`src/rtl/detect_pkg.sv`:
```
// Shared types and constants for the detection event counter.
package detect_pkg;

    // Gap tracker state: IDLE until the first detection, TRACK afterwards.
    typedef enum logic {
        IDLE  = 1'b0,
        TRACK = 1'b1
    } gap_state_t;

    // Default width of the gap measurement.
    localparam int GAP_BITS_DEFAULT = 8;

    // Gap value meaning "no previous detection" or "gap too long to measure".
    localparam logic [GAP_BITS_DEFAULT-1:0] GAP_NONE = '1;

endpackage

```
`src/rtl/flex_counter.sv`:
```
// Event counter with programmable rollover value and synchronous clear.
// The count wraps to 1 after reaching rollover_val.
// If rollover_val is lowered below the current count, the count keeps
// incrementing and wraps naturally through zero at the field maximum.
module flex_counter
    import detect_pkg::*;
#(
    parameter int NUM_CNT_BITS = 4
) (
    input  logic                    clk,
    input  logic                    n_rst,
    input  logic                    clear,
    input  logic                    count_enable,
    input  logic [NUM_CNT_BITS-1:0] rollover_val,
    output logic [NUM_CNT_BITS-1:0] count_out,
    output logic                    rollover_flag
);

    localparam logic [NUM_CNT_BITS-1:0] CNT_ONE = NUM_CNT_BITS'(1);

    logic [NUM_CNT_BITS-1:0] r_count;
    logic                    r_flag;
    logic [NUM_CNT_BITS-1:0] w_next_count;
    logic                    w_next_flag;

    // Next count and next rollover flag; the flag tracks the value being loaded.
    always_comb begin
        w_next_count = r_count;
        if (clear) begin
            w_next_count = '0;
        end else if (count_enable) begin
            if (r_count == rollover_val) begin
                w_next_count = CNT_ONE;
            end else begin
                w_next_count = r_count + CNT_ONE;
            end
        end
        w_next_flag = (!clear) && (w_next_count == rollover_val);
    end

    // Count and flag registers.
    always_ff @(posedge clk or negedge n_rst) begin
        if (!n_rst) begin
            r_count <= '0;
            r_flag  <= 1'b0;
        end else begin
            r_count <= w_next_count;
            r_flag  <= w_next_flag;
        end
    end

    assign count_out     = r_count;
    assign rollover_flag = r_flag;

endmodule

```
`src/rtl/detect_event_counter.sv`:
```
// Consumes single-cycle detector pulses: counts them with a programmable
// rollover, measures the enabled-cycle gap between consecutive detections,
// and offers each detection as a {count, gap} report on a valid/ready port.
// A detection arriving while a report is still pending is dropped and
// flagged on the sticky overrun output.
module detect_event_counter
    import detect_pkg::*;
#(
    parameter int NUM_CNT_BITS = 4,
    parameter int GAP_BITS     = 8
) (
    input  logic                    clk,
    input  logic                    n_rst,
    input  logic                    detect,
    input  logic                    enable,
    input  logic                    clear,
    input  logic [NUM_CNT_BITS-1:0] rollover_val,
    output logic [NUM_CNT_BITS-1:0] event_count,
    output logic                    rollover_flag,
    output logic                    report_valid,
    input  logic                    report_ready,
    output logic [NUM_CNT_BITS-1:0] report_count,
    output logic [GAP_BITS-1:0]     report_gap,
    output logic                    overrun
);

    localparam logic [GAP_BITS-1:0] GAP_ALL_ONES = {GAP_BITS{1'b1}};
    localparam logic [GAP_BITS-1:0] GAP_ONE      = GAP_BITS'(1);
    localparam logic [NUM_CNT_BITS-1:0] CNT_ONE  = NUM_CNT_BITS'(1);

    // A detection only counts when enabled and not overridden by clear.
    logic w_accept;
    assign w_accept = detect && enable && !clear;

    // ------------------------------------------------------------------
    // Event counter
    // ------------------------------------------------------------------
    logic [NUM_CNT_BITS-1:0] w_count;
    logic                    w_flag;

    flex_counter #(
        .NUM_CNT_BITS (NUM_CNT_BITS)
    ) u_counter (
        .clk           (clk),
        .n_rst         (n_rst),
        .clear         (clear),
        .count_enable  (w_accept),
        .rollover_val  (rollover_val),
        .count_out     (w_count),
        .rollover_flag (w_flag)
    );

    // Count value that the accepted detection produces (what gets reported).
    logic [NUM_CNT_BITS-1:0] w_count_after;
    assign w_count_after = (w_count == rollover_val) ? CNT_ONE : (w_count + CNT_ONE);

    // ------------------------------------------------------------------
    // Gap tracker FSM
    // ------------------------------------------------------------------
    gap_state_t          r_state;
    gap_state_t          w_next_state;
    logic [GAP_BITS-1:0] r_gap_cnt;
    logic [GAP_BITS-1:0] w_next_gap_cnt;
    logic [GAP_BITS-1:0] w_new_gap;

    // State and gap counter registers.
    always_ff @(posedge clk or negedge n_rst) begin
        if (!n_rst) begin
            r_state   <= IDLE;
            r_gap_cnt <= '0;
        end else begin
            r_state   <= w_next_state;
            r_gap_cnt <= w_next_gap_cnt;
        end
    end

    // Next state, next gap count, and the gap value to report on a detection.
    always_comb begin
        w_next_state   = r_state;
        w_next_gap_cnt = r_gap_cnt;
        w_new_gap      = GAP_ALL_ONES;
        if (clear) begin
            w_next_state   = IDLE;
            w_next_gap_cnt = '0;
        end else if (enable) begin
            unique case (r_state)
                IDLE: begin
                    w_next_gap_cnt = '0;
                    if (detect) begin
                        w_new_gap      = GAP_ALL_ONES;
                        w_next_state   = TRACK;
                        w_next_gap_cnt = GAP_ONE;
                    end
                end
                TRACK: begin
                    if (detect) begin
                        w_new_gap      = r_gap_cnt;
                        w_next_gap_cnt = GAP_ONE;
                    end else if (r_gap_cnt != GAP_ALL_ONES) begin
                        w_next_gap_cnt = r_gap_cnt + GAP_ONE;
                    end
                end
                default: begin
                    w_next_state   = IDLE;
                    w_next_gap_cnt = '0;
                end
            endcase
        end
    end

    // ------------------------------------------------------------------
    // Report register and handshake
    // ------------------------------------------------------------------
    logic                    r_rep_valid;
    logic [NUM_CNT_BITS-1:0] r_rep_count;
    logic [GAP_BITS-1:0]     r_rep_gap;
    logic                    r_overrun;
    logic                    w_slot_free;

    // The slot can take a new report if empty or being drained on this edge.
    assign w_slot_free = !r_rep_valid || report_ready;

    // Load, drain, or overrun-flag the single report slot.
    always_ff @(posedge clk or negedge n_rst) begin
        if (!n_rst) begin
            r_rep_valid <= 1'b0;
            r_rep_count <= '0;
            r_rep_gap   <= '0;
            r_overrun   <= 1'b0;
        end else if (clear) begin
            r_rep_valid <= 1'b0;
            r_rep_count <= '0;
            r_rep_gap   <= '0;
            r_overrun   <= 1'b0;
        end else if (w_accept && w_slot_free) begin
            r_rep_valid <= 1'b1;
            r_rep_count <= w_count_after;
            r_rep_gap   <= w_new_gap;
        end else begin
            if (w_accept) begin
                r_overrun <= 1'b1;
            end
            if (r_rep_valid && report_ready) begin
                r_rep_valid <= 1'b0;
            end
        end
    end

    assign event_count   = w_count;
    assign rollover_flag = w_flag;
    assign report_valid  = r_rep_valid;
    assign report_count  = r_rep_count;
    assign report_gap    = r_rep_gap;
    assign overrun       = r_overrun;

endmodule

```
`config.mk`:
```
export PLATFORM = sky130hd
export DESIGN_NAME = detect_event_counter
export DESIGN_NICKNAME = d
export VERILOG_FILES = /design/src/rtl/detect_pkg.sv /design/src/rtl/flex_counter.sv /design/src/rtl/detect_event_counter.sv
export SDC_FILE = /design/constraint.sdc
export NUM_CORES = 1
export LEC_CHECK = 0
export CAP_MARGIN = 0
export CORE_MARGIN = 4
export CORE_UTILIZATION = 35
export CTS_BUF_LIST = sky130_fd_sc_hd__clkbuf_16
export CTS_CLUSTER_SIZE = 10
export DETAILED_ROUTE_END_ITERATION = 10
export SLEW_MARGIN = 10
export SYNTH_ARGS = -nofsm -noshare
export SYNTH_HDL_FRONTEND = slang
export SYNTH_HIERARCHICAL = 1
export SYNTH_SLANG_ARGS = --single-unit
```
`constraint.sdc`:
```
create_clock -name clk -period 1.69 [get_ports clk]
set_input_delay 0.338 -clock clk [delete_from_list [all_inputs] [get_ports clk]]
set_output_delay 0.338 -clock clk [all_outputs]
set_load 0.03 [all_outputs]
```
==> impl_metrics.tcl <==
set metrics [dict create \
    total_leakage_power_uw 0.00103 \
    cellPowerDensity_nw_per_um2 675 \
    xor_xnor_portion_of_the_synthesized_cell_area_pct 6.37 \
    detail-route-antenna-nets 0 \
    antenna_cells 0 \
    setup.reg_to_reg.worst_slack_ps 20 \
    slowest_delay_ps 460 \
    gr-usage-all-layers_pct 14.5 \
    global_route_wire_length_before_repair_microns 7170 \
    dpl_cell_area_sq_um 2110 \
    final_weighted_congestion_of_routability_driven_global_placement 0.935 \
    count_of_hold_fix_buffers_inserted_at_cts 0 \
    clk-insertion-delay-late_ps 260 \
    share_of_layout_cells_above_drive_strength_1_pct 24.2 \
    cts_root_buf "sky130_fd_sc_hd__clkbuf_16" \
    timing_max_transition_violations_final 0 \
    wire_per_inst_microns 15.6 \
    critPathSlowestCell "sky130_fd_sc_hd__dfrtp_2" \
    synth_compound_gate_area_share_pct 22.3 \
    clkTransAtPathRegs_ps 70 \
    synth.lib_cells_used.distinct 47 \
    grt_antenna_before_repair 0 \
    synth_seq_cells 28 \
    irDropWorstVdd_v 0.000744 \
    area.growth.synth_to_final_pct 38.7 \
    stdcell_area_sq_um 2290 \
    route.final.wire_length_microns 4350 \
    placementRows 24 \
    die_w_microns 76.7 \
    drc_markers 0 \
    core-area_sq_um 4440 \
    max_freq_ghz 0.599 \
    layout.nets 241 \
    power_total_uw 1550 \
    synth.yosys.seq_area_share_pct 42.5 \
    numPortBuffers 28 \
    finalClockSkew_ps 0.951 \
    gr-total-overflow 0 \
    post_synth.cell_area_avg_sq_um 9.71 \
    timing.slew.headroom_pct 75.3 \
    min_path_type "input port to asynchronous set/reset pin" \
    worstSetupEndpointType "flip-flop" \
    share_of_flip_flops_with_an_asynchronous_set_or_reset_pct 100 \
    min_period_over_period_pct 98.8 \
    ctsHtreeMaxLevel 1 \
    die_area_sq_um 5880 \
    worst_slew_pin_slew_ps 370 \
    synthCells 170 \
    cts_made_buffers 3 \
    grt_max_degree 29 \
    initial_utilization_pct 37.1 \
    ys_warn_count 6 \
    startpoint_type "flip-flop" \
    grt_pass1_vias 1486 \
    reg2reg_depth 5 \
    fp.dieH_microns 76.7 \
    synth.cell_area_sq_um 1650 \
    synth-edff-count 0 \
    drt_iter0_markers 93 \
    rsz_0062_raised_after_global_routing "yes" \
    layout.cells.non_filler 279 \
    routed_via_density 5.51 \
    final_hold_violation_count 0 \
    cp.required_ps 1860 \
    r2r_startpoint "u_counter/count_out[1]" \
    clock_tree_from_tritoncts "done" \
    number_of_setup_violations_in_the_final_report 0 \
    min_period_ps 1670 \
    vias 1537 \
    setup_tns_ps 0 \
    place_inst 266 \
    critical-path-top-delay-family "compound AO/OA/AOI/OAI gates" \
    synth-adder-area-share_pct 2.27 \
    critical_path_class "flip-flop to flip-flop" \
    worst_ep_arrival_time_ps 1840 \
    dp.final_hpwl_microns 3080 \
    yosys_most_used_dff "sky130_fd_sc_hd__dfrtp_1" \
    status "finished clean" \
    timing.critical_path.cells "ha_2, a41oi_2, o21ai_0, a211o_1, nor4_2" \
    tritoncts_num_sinks 28 \
    clk_path_buf_depth 2 \
    final_core_area_utilization_pct 51.5 \
    yosys.area_share.simple_pct 20.9 \
    postSynthNetCount 183 \
    io-pin-count 29 \
    final_common_cell "sky130_fd_sc_hd__buf_4" \
    cp_num_buf_inv 0 \
    synth.area.mux_share_pct 0 \
    drt_pre_antenna_iters 4 \
    combinational_family_with_the_most_area_after_synthesis "compound AO/OA/AOI/OAI gates" \
    critical_path.reg2reg.endpoint "u_counter/rollover_flag" \
    cap_violations 0 \
    filler_cell_count 416 \
    cp_max_fo 7 \
    most-common-layout-cells "31 x sky130_fd_sc_hd__buf_4, 25 x sky130_fd_sc_hd__dfrtp_1, 17 x sky130_fd_sc_hd__nor2_1, 17 x sky130_fd_sc_hd__clkdlybuf4s50_1, 16 x sky130_fd_sc_hd__o21ai_0" \
]
==> worst max-delay path by stage <==
stage | startpoint | to | depth (start not counted)
global route | u_counter/count_out[1] | u_counter/rollover_flag | 5
finish | u_counter/count_out[1] | u_counter/rollover_flag | 5
CTS | rollover_val[0] | u_counter/rollover_flag | 7
detailed placement | clear | u_counter/rollover_flag | 7
global placement | clear | u_counter/rollover_flag | 7
floorplan | u_counter/count_out[0] | u_counter/rollover_flag | 6
==> cell families after synthesis <==
group,Yosys count
XOR/XNOR,12
adder cells (fa/ha/maj),3
AO/OA/AOI/OAI,55
AND/OR/NAND/NOR,56
buffers and inverters,16
flip-flops,28
==> registers in the layout, indices dropped and copies added (netlist names) <==
name / flops
report_valid: 1
report_gap: 8
r_state: 1
overrun: 1
r_gap_cnt: 8
u_counter/rollover_flag: 1
u_counter/count_out: 4
report_count: 4
==> what timing repair did <==
action	4_1_cts	5_1_grt
pin swaps	3	2
gates resized for setup	15	4
buffers inserted	3	6
setup endpoints to repair	7	2
gates cloned	0	0
==> synth_stat cells, types with 3 or more instances <==
library cell | instances | area, sq um
sky130_fd_sc_hd__buf_6 | 4 | 45.0
sky130_fd_sc_hd__nand3_1 | 4 | 20.0
sky130_fd_sc_hd__nor2_1 | 18 | 67.6
sky130_fd_sc_hd__a22o_1 | 3 | 26.3
sky130_fd_sc_hd__dfrtp_1 | 28 | 701
sky130_fd_sc_hd__o31ai_1 | 3 | 22.5
sky130_fd_sc_hd__inv_1 | 7 | 26.3
sky130_fd_sc_hd__nand3b_1 | 8 | 60.1
sky130_fd_sc_hd__o21ai_0 | 16 | 80.1
sky130_fd_sc_hd__xnor2_1 | 11 | 96.3
sky130_fd_sc_hd__nand2_1 | 6 | 22.5
sky130_fd_sc_hd__nand4_1 | 3 | 18.8
sky130_fd_sc_hd__a21oi_1 | 13 | 65.1
sky130_fd_sc_hd__o21ai_1 | 3 | 15.0
sky130_fd_sc_hd__ha_1 | 3 | 37.5
==> per-layer routing <==
layer | vias up | share of wire [%] | global-route usage, %
li1 | 735 | - | -
met1 | 742 | 46 | 19.6
met2 | 52 | 47 | 23.0
met3 | 8 | 5.0 | 3.98
met4 | 0 | 1.2 | 3.26
met5 | - | 0 | 0
==> area by class of cell <==
cell class              count  area [sq um]  share of cell area (%)
clock buffers               3          75.1                    3.28
clock inverters             1          3.75                   0.164
inverters                   9          37.5                    1.64
multi-input cells         126           883                    38.6
flip-flops and latches     28           704                    30.8
well taps                  52          65.1                    2.84
repair buffers             60           519                    22.7
==> per-stage QoR <==
step / worst slack (ps) / hold slack [ps]
detailed placement: -476 / 499
global placement: -350 / 488
CTS: 2.97 / 473
finish: 20.7 / 456
floorplan: 21.6 / 42.4
global route: -79.8 / 495
==> power by group <==
part / leakage [uW] / switching (uW) / total (uW) / internal, uW
registers: 0.000377 / 18.0 / 713 / 695
clock network: 0.0000385 / 220 / 537 / 317
logic: 0.000611 / 164 / 296 / 132
total: 0.00103 / 401 / 1550 / 1140
No activity file was read; power rests on OpenSTA's default activity.
==> variant 1, RTL diff (config.mk and constraints unchanged) <==
Reset style: synchronous (`n_rst`), changed in 3 clocked blocks.
--- a/src/rtl/flex_counter.sv
+++ b/src/rtl/flex_counter.sv
@@ -39,7 +39,7 @@
     end
 
     // Count and flag registers.
-    always_ff @(posedge clk or negedge n_rst) begin
+    always_ff @(posedge clk) begin
         if (!n_rst) begin
             r_count <= '0;
             r_flag  <= 1'b0;
--- a/src/rtl/detect_event_counter.sv
+++ b/src/rtl/detect_event_counter.sv
@@ -64,7 +64,7 @@
     logic [GAP_BITS-1:0] w_new_gap;
 
     // State and gap counter registers.
-    always_ff @(posedge clk or negedge n_rst) begin
+    always_ff @(posedge clk) begin
         if (!n_rst) begin
             r_state   <= IDLE;
             r_gap_cnt <= '0;
@@ -121,7 +121,7 @@
     assign w_slot_free = !r_rep_valid || report_ready;
 
     // Load, drain, or overrun-flag the single report slot.
-    always_ff @(posedge clk or negedge n_rst) begin
+    always_ff @(posedge clk) begin
         if (!n_rst) begin
             r_rep_valid <= 1'b0;
             r_rep_count <= '0;
Check against the original RTL: differs if n_rst is asserted again (counterexample within 4 cycles, from zero or initial values and one cycle with n_rst low); with n_rst held inactive, the same outputs for 10 cycles.
==> variant 1 against the unedited design <==
Die area fell by 3.1%; sequential cell count stayed put; setup slack better by 0.033 ns; synthesized area down 3.5%; final cell count is 4.7% higher; maximum frequency up 2.0%; final area down 0.22%; register-to-register slack improved by 0.07 ns; via count grew 3.1%; routed wire length is 4.9% lower; power rose by 1.9%; critical endpoint is now u_counter/rollover_flag; largest cell class unchanged.
==> variant 1: results (changes against the unedited design) <==
| Metric | Value |
|---|---|
| Status | `finished clean` |
| Dpl hpwl | `3060 um (-0.47%)` |
| Synth Flop Type | `dfxtp_1` |
| Depth of the CTS H-tree | `1 (unchanged)` |
| Clk slew on worst S/H paths | `0.07 ns (about the same)` |
| Slowest CP cell | `a2111oi_4` |
| Worst hold-check path type | `flop to flop` |
| Top delay family on crit path | `compound AO/OA/AOI/OAI gates` |
| Seq/Total Area, Yosys | `35.2% (-7.3 points)` |
| CTS Buf Count | `3 (unchanged)` |
| CP peak stage delay | `0.31 ns (-0.15 ns)` |
| Clock skew | `0.00193 ns (+0.000981 ns)` |
| Gr usage total | `15.6% (+1.1 points)` |
| Synth cell count leaders | `28 x dfxtp_1, 14 x a21oi_1, 12 x nor2_1, 11 x inv_1, 11 x nand2_1` |
| Synth unique cells | `51 (+8.5%)` |
| Filler cells | `423 (+1.7%)` |
| Synth async-reset ratio | `0% (-100 points)` |
| Pleak | `0.878 nW (-14%)` |
| Vias in the first global route | `1,514 (+1.9%)` |
| CP max FO | `5 (-2)` |
| RePlAce Congestion | `0.842 (-10%)` |
| Layout Nets | `254 (+5.4%)` |
| Synth area leaders | `dfxtp_1 35%, a21oi_1 4.4%, a311oi_1 4.4%` |
| Root buffer cell | `clkbuf_16` |
| Drt wl/cell | `14.2 um (-9.2%)` |
| First-pass GRT wire length | `6740 um (-6.0%)` |
| Syn_nets | `194 (+6.0%)` |
| Pre-Repair DR Iteration Count | `4 (unchanged)` |
| Clk Latency, worst-skew pair | `0.26 ns (about the same)` |
| Clock Tree Buf Depth | `2 (unchanged)` |
| Largest net degree at the start of global routing | `19 (-34%)` |
| I/O Buffers | `28 (unchanged)` |
| Worst Max-Slew Pin Slew | `0.315 ns (-0.0548 ns)` |
| CP arrival | `around 1.9 ns` |
| Initial antenna violation count | `0 (unchanged)` |
| DRT iter0 DRCs | `91 (-2.2%)` |
| Vias per cell | `5.43 (-1.5%)` |
| Peak supply drop | `0.339 mV (-54%)` |
| Share of cells above drive strength 1 | `23.3% (-0.90 points)` |
| Synth warn | `6 (unchanged)` |
| ANT cells | `0 (unchanged)` |
variant 1: cell types whose count changed in the layout (fill, tap and decap cells not counted), sizes merged, moves of 4 or more:
cell,unedited run,this run
dfrtp,28,0
dfxtp,0,28
o21ai,19,7
a311oi,0,8
nand3b,9,1
xnor2,11,5
xor2,1,7
nand2,6,11
nor2,18,13
a22o,4,0
and3,0,4
buf,32,36
inv,7,11
variant 1: cell families (layout without fill, tap and decap cells):
kind of cell / after synthesis / count (layout) / synth area share, %
buffers and inverters: 21 / 79 / 7.78
AOI/OAI and AO/OA: 52 / 52 / 24.1
muxes: 3 / 3 / 2.20
adders and majority gates: 3 / 3 / 2.36
xor gates and xnor gates: 12 / 12 / 6.60
DFF: 28 / 28 / 35.2
and+or+nand+nor: 62 / 63 / 21.8
variant 1: metal layers:
metal	share of wire, %	global-route usage [%]	up-vias
met3	4.4	3.17	7
met1	43	18.3	750
li1	-	-	791
met2	50	27.2	37
met4	2.0	7.38	0
met5	0	0	-
variant 1: worst paths after layout:
| kind | startpoint | to | slack, ns | depth (start not counted) |
|---|---|---|---|---|
| max | enable | u_counter/rollover_flag | 0.05 | 6 |
| min reg2reg | report_count[1] | report_count[1] | 0.46 | 2 |
| min | report_count[1] | report_count[1] | 0.46 | 2 |
| max reg2reg | u_counter/count_out[0] | u_counter/rollover_flag | 0.09 | 5 |
variant 1: what timing repair did:
| action | CTS | global route |
|---|---|---|
| buffers inserted | 2 | 0 |
| hold buffers | 0 | 0 |
| gates resized for setup | 8 | 8 |
| pin swaps | 2 | 2 |
| cloned | 1 | 0 |
| endpoints found under the setup margin | 16 | 3 |
variant 1: through the flow:
stage	hold slack, ns	std cells	cell area (sq um)	setup WS, ns
after CTS	0.457	292	2250	0.0549
final	0.458	292	2280	0.0538
after global routing	0.494	292	2280	0.00638
after global placement	0.447	285	2130	-0.517
after floorplan	0.415	181	1600	0.00354
after detailed placement	0.447	285	2130	-0.520
variant 1: worst register-to-register path, stage by stage, from the launching register on:
cell       delay (ns)
dfxtp_2          0.42
ha_2             0.26
and3b_1          0.19
o21ai_1          0.11
a2111oi_4        0.35
o2111a_1         0.22
variant 1: final cells by class:
class	count	area, sq um	area share [%]
Clock inverter	1	30.0	1.32
Tap cell	52	65.1	2.85
Clock buffer	3	75.1	3.29
Inverter	11	41.3	1.81
Timing Repair Buffer	64	558	24.4
Multi-Input combinational cell	133	948	41.5
Sequential cell	28	566	24.8
variant 1: power breakdown:
group          internal, mW  switching [mW]  leakage (nW)
clock                 0.472           0.227        0.0511
sequential            0.666         0.00594         0.228
combinational         0.100           0.104         0.599
total                  1.24           0.337         0.878
==> variant 2, RTL diff (same flow settings) <==
Without the edit above. `GAP_BITS`: 8 -> 9.
--- a/src/rtl/detect_event_counter.sv
+++ b/src/rtl/detect_event_counter.sv
@@ -7,7 +7,7 @@
     import detect_pkg::*;
 #(
     parameter int NUM_CNT_BITS = 4,
-    parameter int GAP_BITS     = 8
+    parameter int GAP_BITS     = 9
 ) (
     input  logic                    clk,
     input  logic                    n_rst,
Interface: changed (resized report_gap); port bits go from 29 to 30. The function was not compared with the original's and may differ.
==> variant 2 against the unedited design <==
The flow now finishes with violations (negative setup slack); synthesized area is 1.8% higher; setup slack got worse by 0.28 ns; power grew 23%; sequential cell count increased by 2; clock power increased by 53%; routed wire length rose by 6.4%; final area is 17% higher; synthesized cell count up 7.6%; critical endpoint is now r_gap_cnt[6].
==> variant 2: results (changes against the unedited design) <==
| Metric | Value |
|---|---|
| Status | `finished, violations left` |
| Failing checks | `negative setup slack` |
| Relative max-transition margin | `73.2% (-2.2 points)` |
| Share of cells above drive strength 1 | `32.6% (+8.3 points)` |
| Initial antenna violation count | `0 (unchanged)` |
| Crit path capture | `r_gap_cnt[6]` |
| Adder-cell share of the synthesized area | `2.98% (+0.70 points)` |
| Fin worst setup slack | `-0.261 ns (-0.282 ns)` |
| Synth Flop Type | `dfrtp_1` |
| Sw frac | `25.7% (-0.31 points)` |
| Clock Tree Buf Depth | `2 (unchanged)` |
| Worst hold-check path type | `input port to asynchronous set/reset pin` |
| Largest net degree at the start of global routing | `31 (+6.9%)` |
| Pre-Repair DR Iteration Count | `4 (unchanged)` |
| Pre-CTS setup slack | `-0.374 ns (+0.101 ns)` |
| First-pass GRT wire length | `7730 um (+7.8%)` |
| Synth area leaders | `dfrtp_1 45%, nand3b_1 4.9%, a21oi_1 4.2%` |
| Post-synth top area share | `44.7% (+2.2 points)` |
| Synth warn | `6 (unchanged)` |
| Synth async-reset ratio | `100% (unchanged)` |
| Depth of the CTS H-tree | `2 (+1)` |
| Number of remaining DRC errors | `0 (unchanged)` |
| Seq/Total Area, Yosys | `44.7% (+2.2 points)` |
| Setup crit start | `r_gap_cnt[0]` |
| ANT cells | `0 (unchanged)` |
| Mux share of post-synthesis cell area | `0% (unchanged)` |
| Syn_nets | `197 (+7.7%)` |
| Clk Latency, worst-skew pair | `0.27 ns` |
| Peak supply drop | `0.410 mV (-45%)` |
| Layout Nets | `277 (+15%)` |
| Setup Viol. Count Final | `9 (+9)` |
| Root buffer cell | `clkbuf_16` |
| Clk slew on worst S/H paths | `0.05 ns (-0.02 ns)` |
| Synth cell count leaders | `30 x dfrtp_1, 15 x nand2_1, 14 x a21oi_1, 13 x o21ai_0, 12 x nor2_1` |
| CP arrival | `2.14 ns (+0.30 ns)` |
| DRT iter0 DRCs | `121 (+30%)` |
| Post-synthesis compound-gate area fraction | `18.5% (-3.7 points)` |
| Final Routed Wirelength | `4630 um (+6.4%)` |
| RePlAce Congestion | `0.869 (-7.0%)` |
| Synth unique cells | `44 (-6.4%)` |
| Reg2Reg Depth | `10 (+5)` |
| CTS Buf Count | `5 (+2)` |
| Via count | `1,660 (+8.0%)` |
| Dpl hpwl | `3010 um (-2.0%)` |
| I/O Buffers | `29 (+3.6%)` |
| Pleak | `1.21 nW (+18%)` |
| Clock skew | `0.00537 ns (+0.00442 ns)` |
| Filler cells | `408 (-1.9%)` |
| CP peak stage delay | `0.35 ns (-0.11 ns)` |
| Synth Area in XOR/XNOR | `6.25% (-0.11 points)` |
| Placed cell areas | `0.00228 sq mm (+8.1%)` |
| Slowest CP cell | `dfrtp_1` |
| Gr usage total | `16.0% (+1.5 points)` |
| CP max FO | `5 (-2)` |
[variant 2: cell types whose count changed after synthesis, moves of 4 or more]
cell	before	now
xnor2_1	11	7
nand2_1	6	15
nor2_1	18	12
xor2_1	1	5
or3_1	1	6
[variant 2: cells by family after synthesis]
| logic type | after synthesis |
|---|---|
| compound gates | 51 |
| xor+xnor | 12 |
| fa+ha+maj | 4 |
| simple gates | 67 |
| buf+inv | 19 |
| flops | 30 |
[variant 2: per-layer routing]
| layer | GRT usage (%) | wire length [um] | vias up |
|---|---|---|---|
| li1 | - | - | 814 |
| met1 | 20.5 | 2180 | 804 |
| met2 | 25.6 | 2200 | 36 |
| met3 | 4.33 | 196 | 6 |
| met4 | 5.87 | 55 | 0 |
| met5 | 0 | 0 | - |
[variant 2: cell type report]
type	count	area [sq um]	share of cell area [%]
clock buffers	5	125	4.66
well taps	52	65.1	2.43
clock inverters	3	11.3	0.420
flip-flops and latches	30	756	28.2
multi-input cells	134	976	36.4
repair buffers	80	702	26.2
inverters	12	47.5	1.77
[variant 2: worst max-delay path: cells and delay by family (launching register included)]
| kind | cells | cell delay, ns |
|---|---|---|
| AOI/OAI and AO/OA | 3 | 0.45 |
| DFF | 1 | 0.35 |
| and+or+nand+nor | 4 | 0.59 |
| buffers and inverters | 1 | 0.14 |
| adders and majority gates | 2 | 0.33 |
[variant 2: through the flow]
| stage | hold WS, ns | cells | setup TNS, ns |
|---|---|---|---|
| after global placement | 0.494 | 292 | -4.77 |
| final | 0.459 | 316 | -1.87 |
| after CTS | 0.470 | 306 | -1.98 |
| after detailed placement | 0.498 | 292 | -5.07 |
| after global routing | 0.499 | 316 | -3.11 |
| after floorplan | 0.0424 | 183 | -1.18 |
[variant 2: worst min-delay path by stage]
stage,to,startpoint
finish,r_gap_cnt[1],n_rst
global route,report_valid,n_rst
CTS,r_gap_cnt[1],n_rst
detailed placement,report_gap[7],report_gap[7]
global placement,report_gap[1],report_gap[1]
floorplan,overrun,n_rst
[variant 2: repair_timing]
action	4_1_cts	5_1_grt
buffers inserted	5	10
cloned	1	0
pin swaps	6	17
setup endpoints to repair	14	14
gates resized for setup	20	23
[variant 2: power groups by stage]
| stage | combinational (mW) | clock, mW | sequential (mW) |
|---|---|---|---|
| floorplan | 0.0956 | 0 | 0.818 |
| CTS | 0.297 | 0.847 | 0.765 |
| detailed placement | 0.286 | 0 | 0.777 |
| global route | 0.347 | 0.882 | 0.767 |
| global placement | 0.283 | 0 | 0.777 |
| finish | 0.320 | 0.824 | 0.763 |
